File: config.mk
export PLATFORM = sky130hd
export DESIGN_NAME = shifter_pipe
export DESIGN_NICKNAME = d
export VERILOG_FILES = /design/src/rtl/shifter_pipe.sv
export SDC_FILE = /design/constraint.sdc
export NUM_CORES = 1
export LEC_CHECK = 0
export CAP_MARGIN = 20
export CORE_MARGIN = 3
export CORE_UTILIZATION = 35
export CTS_CLUSTER_SIZE = 8
export DETAILED_ROUTE_END_ITERATION = 16
export SLEW_MARGIN = 20
export SYNTH_ARGS = -nofsm -noshare
export SYNTH_HDL_FRONTEND = slang
export SYNTH_SLANG_ARGS = --single-unit
File: constraint.sdc
create_clock -name clk -period 3.15 [get_ports clk]
set_input_delay 0.315 -clock clk [delete_from_list [all_inputs] [get_ports clk]]
set_output_delay 0.315 -clock clk [all_outputs]
set_load 0.05 [all_outputs]
File: src/rtl/shifter_pipe.sv
// Two-stage pipelined barrel shifter (SLL/SRL/SRA/ROR) with valid/ready flow control.
// Stage 1 applies the coarse shift (upper shamt bits); stage 2 applies the fine shift.
module shifter_pipe #(
    parameter  int unsigned WIDTH   = 32,
    localparam int unsigned SHAMT_W = $clog2(WIDTH),
    localparam int unsigned SPLIT   = SHAMT_W / 2
) (
    input  logic               clk,
    input  logic               rst_n,
    input  logic               flush,
    input  logic               in_valid,
    output logic               in_ready,
    input  logic [WIDTH-1:0]   in_data,
    input  logic [SHAMT_W-1:0] in_shamt,
    input  logic [1:0]         in_op,
    output logic               out_valid,
    input  logic               out_ready,
    output logic [WIDTH-1:0]   out_data,
    output logic               out_zero
);

    typedef enum logic [1:0] {
        OP_SLL = 2'b00,
        OP_SRL = 2'b01,
        OP_SRA = 2'b10,
        OP_ROR = 2'b11
    } op_t;

    // Shifts by WIDTH yield zero, which makes the fill/wrap terms vanish for amt == 0.
    function automatic logic [WIDTH-1:0] shift_op(
        input op_t                op,
        input logic               sign,
        input logic [WIDTH-1:0]   d,
        input logic [SHAMT_W-1:0] amt
    );
        logic [WIDTH-1:0] r;
        r = d;
        unique case (op)
            OP_SLL: r = d << amt;
            OP_SRL: r = d >> amt;
            OP_SRA: r = (d >> amt) | ({WIDTH{sign}} << (WIDTH - 32'(amt)));
            OP_ROR: r = (d >> amt) | (d << (WIDTH - 32'(amt)));
        endcase
        return r;
    endfunction

    logic               s1_valid;
    logic [WIDTH-1:0]   s1_data;
    op_t                s1_op;
    logic               s1_sign;
    logic [SPLIT-1:0]   s1_lo;

    logic               s2_valid;
    logic [WIDTH-1:0]   s2_data;
    logic               s2_zero;

    logic               s1_adv;
    logic               s2_adv;
    logic               take_in;
    logic [SHAMT_W-1:0] s1_amt;
    logic [WIDTH-1:0]   s1_next;
    logic [WIDTH-1:0]   s2_next;

    always_comb begin
        s2_adv   = !s2_valid || out_ready;
        s1_adv   = !s1_valid || s2_adv;
        in_ready = s1_adv && !flush;
        take_in  = in_valid && in_ready;
        s1_amt   = {in_shamt[SHAMT_W-1:SPLIT], {SPLIT{1'b0}}};
        s1_next  = shift_op(op_t'(in_op), in_data[WIDTH-1], in_data, s1_amt);
        s2_next  = shift_op(s1_op, s1_sign, s1_data, SHAMT_W'(s1_lo));
    end

    always_ff @(posedge clk or negedge rst_n) begin
        if (!rst_n) begin
            s1_valid <= 1'b0;
            s2_valid <= 1'b0;
        end else if (flush) begin
            s1_valid <= 1'b0;
            s2_valid <= 1'b0;
        end else begin
            if (s1_adv) s1_valid <= in_valid;
            if (s2_adv) s2_valid <= s1_valid;
        end
    end

    // Operand MSB is carried separately so SRA fill never depends on the partial result.
    always_ff @(posedge clk) begin
        if (take_in) begin
            s1_data <= s1_next;
            s1_op   <= op_t'(in_op);
            s1_sign <= in_data[WIDTH-1];
            s1_lo   <= in_shamt[SPLIT-1:0];
        end
    end

    always_ff @(posedge clk or negedge rst_n) begin
        if (!rst_n) begin
            s2_data <= '0;
            s2_zero <= 1'b1;
        end else if (!flush && s2_adv && s1_valid) begin
            s2_data <= s2_next;
            s2_zero <= (s2_next == '0);
        end
    end

    assign out_valid = s2_valid;
    assign out_data  = s2_data;
    assign out_zero  = s2_zero;

endmodule

==> Yosys cells after proc, flatten, opt, wreduce, memory -nomap -nowiden <==
Cells that the tools add are included.
{ "classes": {"n_addsub": 2, "multipliers": 0, "div_mod_pow": 0, "magnitude_cmp": 0, "n_eq_ne": 6, "shift": 8, "muxes": 6, "bitwise_logic": 4, "n_reduce_logical": 14} }
{ "op_table": {"columns": ["cell", "count"], "rows": [
  ["32-bit case mux with 4 select lines", 2],
  ["32-bit OR", 4],
  ["32-bit by 32-bit << shifter with 32-bit output", 4],
  ["32-bit logical NOT", 1],
  ["32-bit by 2-bit << shifter with 32-bit output", 1],
  ["32-bit by 5-bit << shifter with 32-bit output", 1],
  ["32-bit by 2-bit right shift with 32-bit output", 1],
  ["32-bit by 5-bit right shift with 32-bit output", 1],
  ["2-bit equality test, second input constant", 4],
  ["6-bit by 2-bit subtractor with 7-bit output, first input constant", 1],
  ["6-bit by 5-bit subtractor with 7-bit output, first input constant", 1],
  ["2-bit by 1-bit equality test with 1-bit output, second input constant", 2],
  ["1-bit logical AND", 4],
  ["2-bit logical NOT", 2],
  ["1-bit two-way mux", 4],
  ["2-bit nonzero test", 2],
  ["1-bit logical NOT", 3],
  ["1-bit logical OR", 2]
]} }
{ "word_totals": {"ff_bits": 72, "latch_bits": 0, "ramBits": 0, "romBits": 0, "input_bits": 44, "memories": 0} }

==> Longest topological paths before layout <==
{ "logic_depth": {"word_depth": 5, "depth_mapped": 12, "ltp_nobuf": 9} }

==> Worst setup path after synthesis <==
Ideal clock, no wire load.
{ "synth_path": {"kind": "register to register", "from": "reg s2_valid (netlist: out_valid)", "to": "reg s1_data[0], enable pin", "setup_ns": 0.398, "arrival_ns": 2.656, "t_required_ns": 2.752, "setup_slack_ns": 0.096, "stages_incl_launch_ff": 4, "synth_period_minus_slack_ns": 3.054, "path_cell_list": "dfrtp_1 nor2b_1 a21oi_1 and2_1"} }
{ "synth_via": {"elab_chain_cells": 5} }
{ "synth_lines": {"columns": ["item", "line_no", "rtl"], "rows": [
  ["from (decl)", "53", "logic s2_valid;"],
  ["from (signal assigned)", "83", "if (s2_adv) s2_valid <= s1_valid;"],
  ["1-bit logical NOT", "65", "s2_adv = !s2_valid || out_ready;"],
  ["1-bit logical OR", "65", null],
  ["1-bit logical OR", "66", "s1_adv = !s1_valid || s2_adv;"],
  ["1-bit logical AND", "67", "in_ready = s1_adv && !flush;"],
  ["net in_ready", "12", "output logic in_ready,"],
  ["1-bit logical AND", "68", "take_in = in_valid && in_ready;"],
  ["net take_in", "59", "logic take_in;"],
  ["to (signal assigned)", "90", "s1_data <= s1_next;"],
  ["to (decl)", "48", "logic [WIDTH-1:0] s1_data;"]
]} }
The timed path passes the listed nets, and every way through them passes these cells.
A chain may end at the register's enable or synchronous reset.

==> Final worst setup path <==
{ "layout_path": {"from": "reg s1_op[0]", "to": "reg s2_zero (netlist: out_zero)"} }
{ "layout_via": {"elab_chain_cells": 3, "elab_cells_between_ends": 6, "cone_classes": "eq/ne (3); mux (1); reduce/logical (2)"} }
{ "layout_lines": {"columns": ["item", "line_no", "rtl"], "rows": [
  ["from (decl)", "49", "op_t s1_op;"],
  ["from (signal assigned)", "91", "s1_op <= op_t'(in_op);"],
  ["2-bit equality test, or another cell as far along", "38", "unique case (op)"],
  ["32-bit case mux with 4 select lines (*)", "38", null],
  ["32-bit logical NOT (*)", "103", "s2_zero <= (s2_next == '0);"],
  ["to (signal assigned)", "103", null],
  ["to (decl)", "55", "logic s2_zero;"]
]} }
Every way passes the cells marked *; elsewhere a longest branch is shown, timed or not.

==> flow_summary.toml <==
[drt]
dr.pass1.iters = 7
avgViaCountPerCell = 6.15
final_antenna_net_count = 0
vias = 7745
dr.first_iter.drc_count = 919
drc = 0
routed_wl_um = 25700
routedWlPerCell_um = 20.4

[worst_setup_path]
cp_num_buf_inv = 1
path_delay_family = "simple AND/OR/NAND/NOR gates"
cp_max_fo = 32
crit_chain = "buf_4 -> nor2_4 -> mux2i_1 -> o22ai_1 -> a221oi_1 -> and4_1 -> nand4b_1 -> o41ai_2"
start_kind = "flop"
crit_arrival_ns = 3.00
worst_setup_path_end_kind = "flop"
critPathRequiredTime_ns = 3.39
crit_slowest_cell = "nor2_4"
worstSetupPathType = "flop to flop"
max_stage_delay_ns = 0.56

[power]
p_comb_frac = 0.389
pwr-share-clk = 0.287
p_int_w = 0.00231
pwr-share-seq = 0.324
power.switching_w = 0.00141
p_per_area_nw_per_um2 = 436
p_leak_nw = 3.22
switching_share = 0.379
irDropWorstVdd_uv = 237

[clock_tree]
cts.sinks = 72
clk_pin_slew_worst_paths_ns = 0.06
ctsHoldBuffers = 0
clockBufferDepth = 2
cts-root-buf = "clkbuf_16"
ctsResizeCount = 0
htree_levels = 3
cts_buffers = 9
clkLatencyLatePin_ns = 0.34
cts_tree = "built"
post_cts_buffers = 0

[synthesis]
synthAdderAreaFrac = 0.00350
synth_top_family_by_area = "compound AO/OA/AOI/OAI gates"
synth_edf_count = 37
synth_nets = 984
ys_top_cells_by_count = "154 x nand2_1, 99 x a21oi_1, 95 x o21ai_0"
yosys_register_bits = 72
muxShareOfSynthArea = 0.122
yosysSeqAreaShare = 0.278
synth_most_common_cell = "nand2_1"
synthesis.area_um2 = 7140
syn_inst = 938
yosysWarnings = 0
synth_compound_area_frac = 0.315
synthSimpleGateAreaFrac = 0.219
async_reset_ff_frac = 0.486
synth.area.top_cells = "edfxtp_1 16%, dfrtp_1 12%, nand2_1 8.1%, a21oi_1 6.9%, o21ai_0 6.7%"
synth_xor_area_frac = 0.00245
yosysTopAreaCellShare = 0.156
synth_flop_cell = "edfxtp_1"
avgSynthCellArea_um2 = 7.61
synth_cell_types = 73
yosys.area.top_type = "edfxtp_1"

[layout]
layout-area-overhead-vs-synth_pct = 19.4
fin_nets = 1035
drive_gt1_frac = 0.111
antenna_cells = 0
multiInputGateArea_um2 = 4730
seq_area_um2 = 1990
nFillCells = 2025

[die]
start_util = 0.361
rows = 51
die-area_um2 = 22200
core_area_um2 = 19800
ios = 79
die_x_um = 149
die_h_um = 149

[global_routing]
antenna_found_initial = 0
grt_first_pass_wirelength_um = 40500
grt_remaining_overflow = 0
track_usage = 0.228
grt_pass1_vias = 7141
grt_max_degree = 89

[timing]
tightest_slew_ns = 0.933
rsz0062_at_grt = "no"
max-slew-margin-rel = 0.378
clock_skew_ns = 0.00966
hold_ws_ns = 0.390
final_max_slew_viol_count = 0
min_period_ns = 2.76
setup_viol = 0
fmax_mhz = 362
fin_setup_tns_ns = 0
period_share = 0.877
hold_viol = 0

[place]
hpwlAfterDp_um = 18900
io_buffer_count = 78
routabilityCongestion = 0.973

[job]
max_cap_viol_count = 0

[hold_path]
hp-class = "primary input to asynchronous set/reset pin"

[status]
outcome = "completed"
==> power by group through the flow <==
stage / Combinational (W) / Clock, W / Sequential, W
detailed placement: 0.00143 / 0 / 0.00123
CTS: 0.00143 / 0.00109 / 0.00121
global placement: 0.00143 / 0 / 0.00122
floorplan: 0.000649 / 0 / 0.00149
global route: 0.00155 / 0.00114 / 0.00122
finish: 0.00145 / 0.00107 / 0.00121
==> placed cells by master (no fill, tap or decap), types with 18 or more instances in the layout <==
| cell | netlist | layout |
|---|---|---|
| a211oi_1 | 28 | 28 |
| a21oi_1 | 99 | 99 |
| a31oi_1 | 18 | 18 |
| buf_4 | 5 | 42 |
| clkdlybuf4s50_1 | 0 | 76 |
| dfrtp_1 | 34 | 34 |
| edfxtp_1 | 37 | 37 |
| mux2_2 | 20 | 20 |
| mux2i_1 | 35 | 35 |
| nand2_1 | 154 | 154 |
| nor2_1 | 82 | 82 |
| nor2b_1 | 22 | 22 |
| o21ai_0 | 95 | 95 |
| o22ai_1 | 25 | 25 |
==> cell type report <==
type,instances,share of cell area
clock inverter,5,0.00704
multi-input combinational,773,0.554
sequential,72,0.233
inverter,11,0.00484
tap,265,0.0389
timing repair buffer,122,0.132
clock buffer,11,0.0298
==> metal layers <==
metal / vias to the layer above / routed length, um / global-route usage
met4: 0 / 863 / 0.0719
met5: - / 0 / 0
met2: 406 / 12100 / 0.380
met3: 69 / 1700 / 0.0213
met1: 3652 / 11000 / 0.316
li1: 3618 / - / -
==> logic make-up (layout without fill, tap and decap cells) <==
logic type / after synthesis / count (layout)
flops: 72 / 72
mux: 68 / 68
simple gates: 341 / 341
buf+inv: 93 / 149
compound gates: 360 / 360
fa+ha+maj: 2 / 2
xor+xnor: 2 / 2
==> final timing paths <==
| path | end | cells past startpoint | slack, ns | start |
|---|---|---|---|---|
| hold reg to reg | out_data[5] | 2 | 0.48 | out_data[5] |
| max in group asynchronous | out_zero | 2 | 2.42 | rst_n |
| setup / recovery | out_zero | 8 | 0.39 | s1_op[0] |
| setup reg to reg | out_zero | 8 | 0.39 | s1_op[0] |
| min in group clk | out_data[5] | 2 | 0.48 | out_data[5] |
| hold / removal | out_valid | 2 | 0.39 | rst_n |
==> flip-flops by register name, summed over array words and instances (netlist names) <==
name and flops:
s1_lo 2, out_data 32, s1_valid 1, s1_data 32, out_valid 1, s1_sign 1, s1_op 2, out_zero 1
==> metrics by stage <==
stage	total power [W]	setup slack (ns)	instance area (um^2)	util	cells
after floorplan	0.00214	0.0959	7140	-	938
after detailed placement	0.00266	0.417	8210	0.415	1243
after CTS	0.00373	0.381	8530	0.431	1259
after global placement	0.00265	0.445	8210	0.415	1243
final	0.00372	0.388	8530	0.431	1259
after global routing	0.00391	0.171	8530	0.431	1259
No activity file was read; power rests on OpenSTA's default activity.
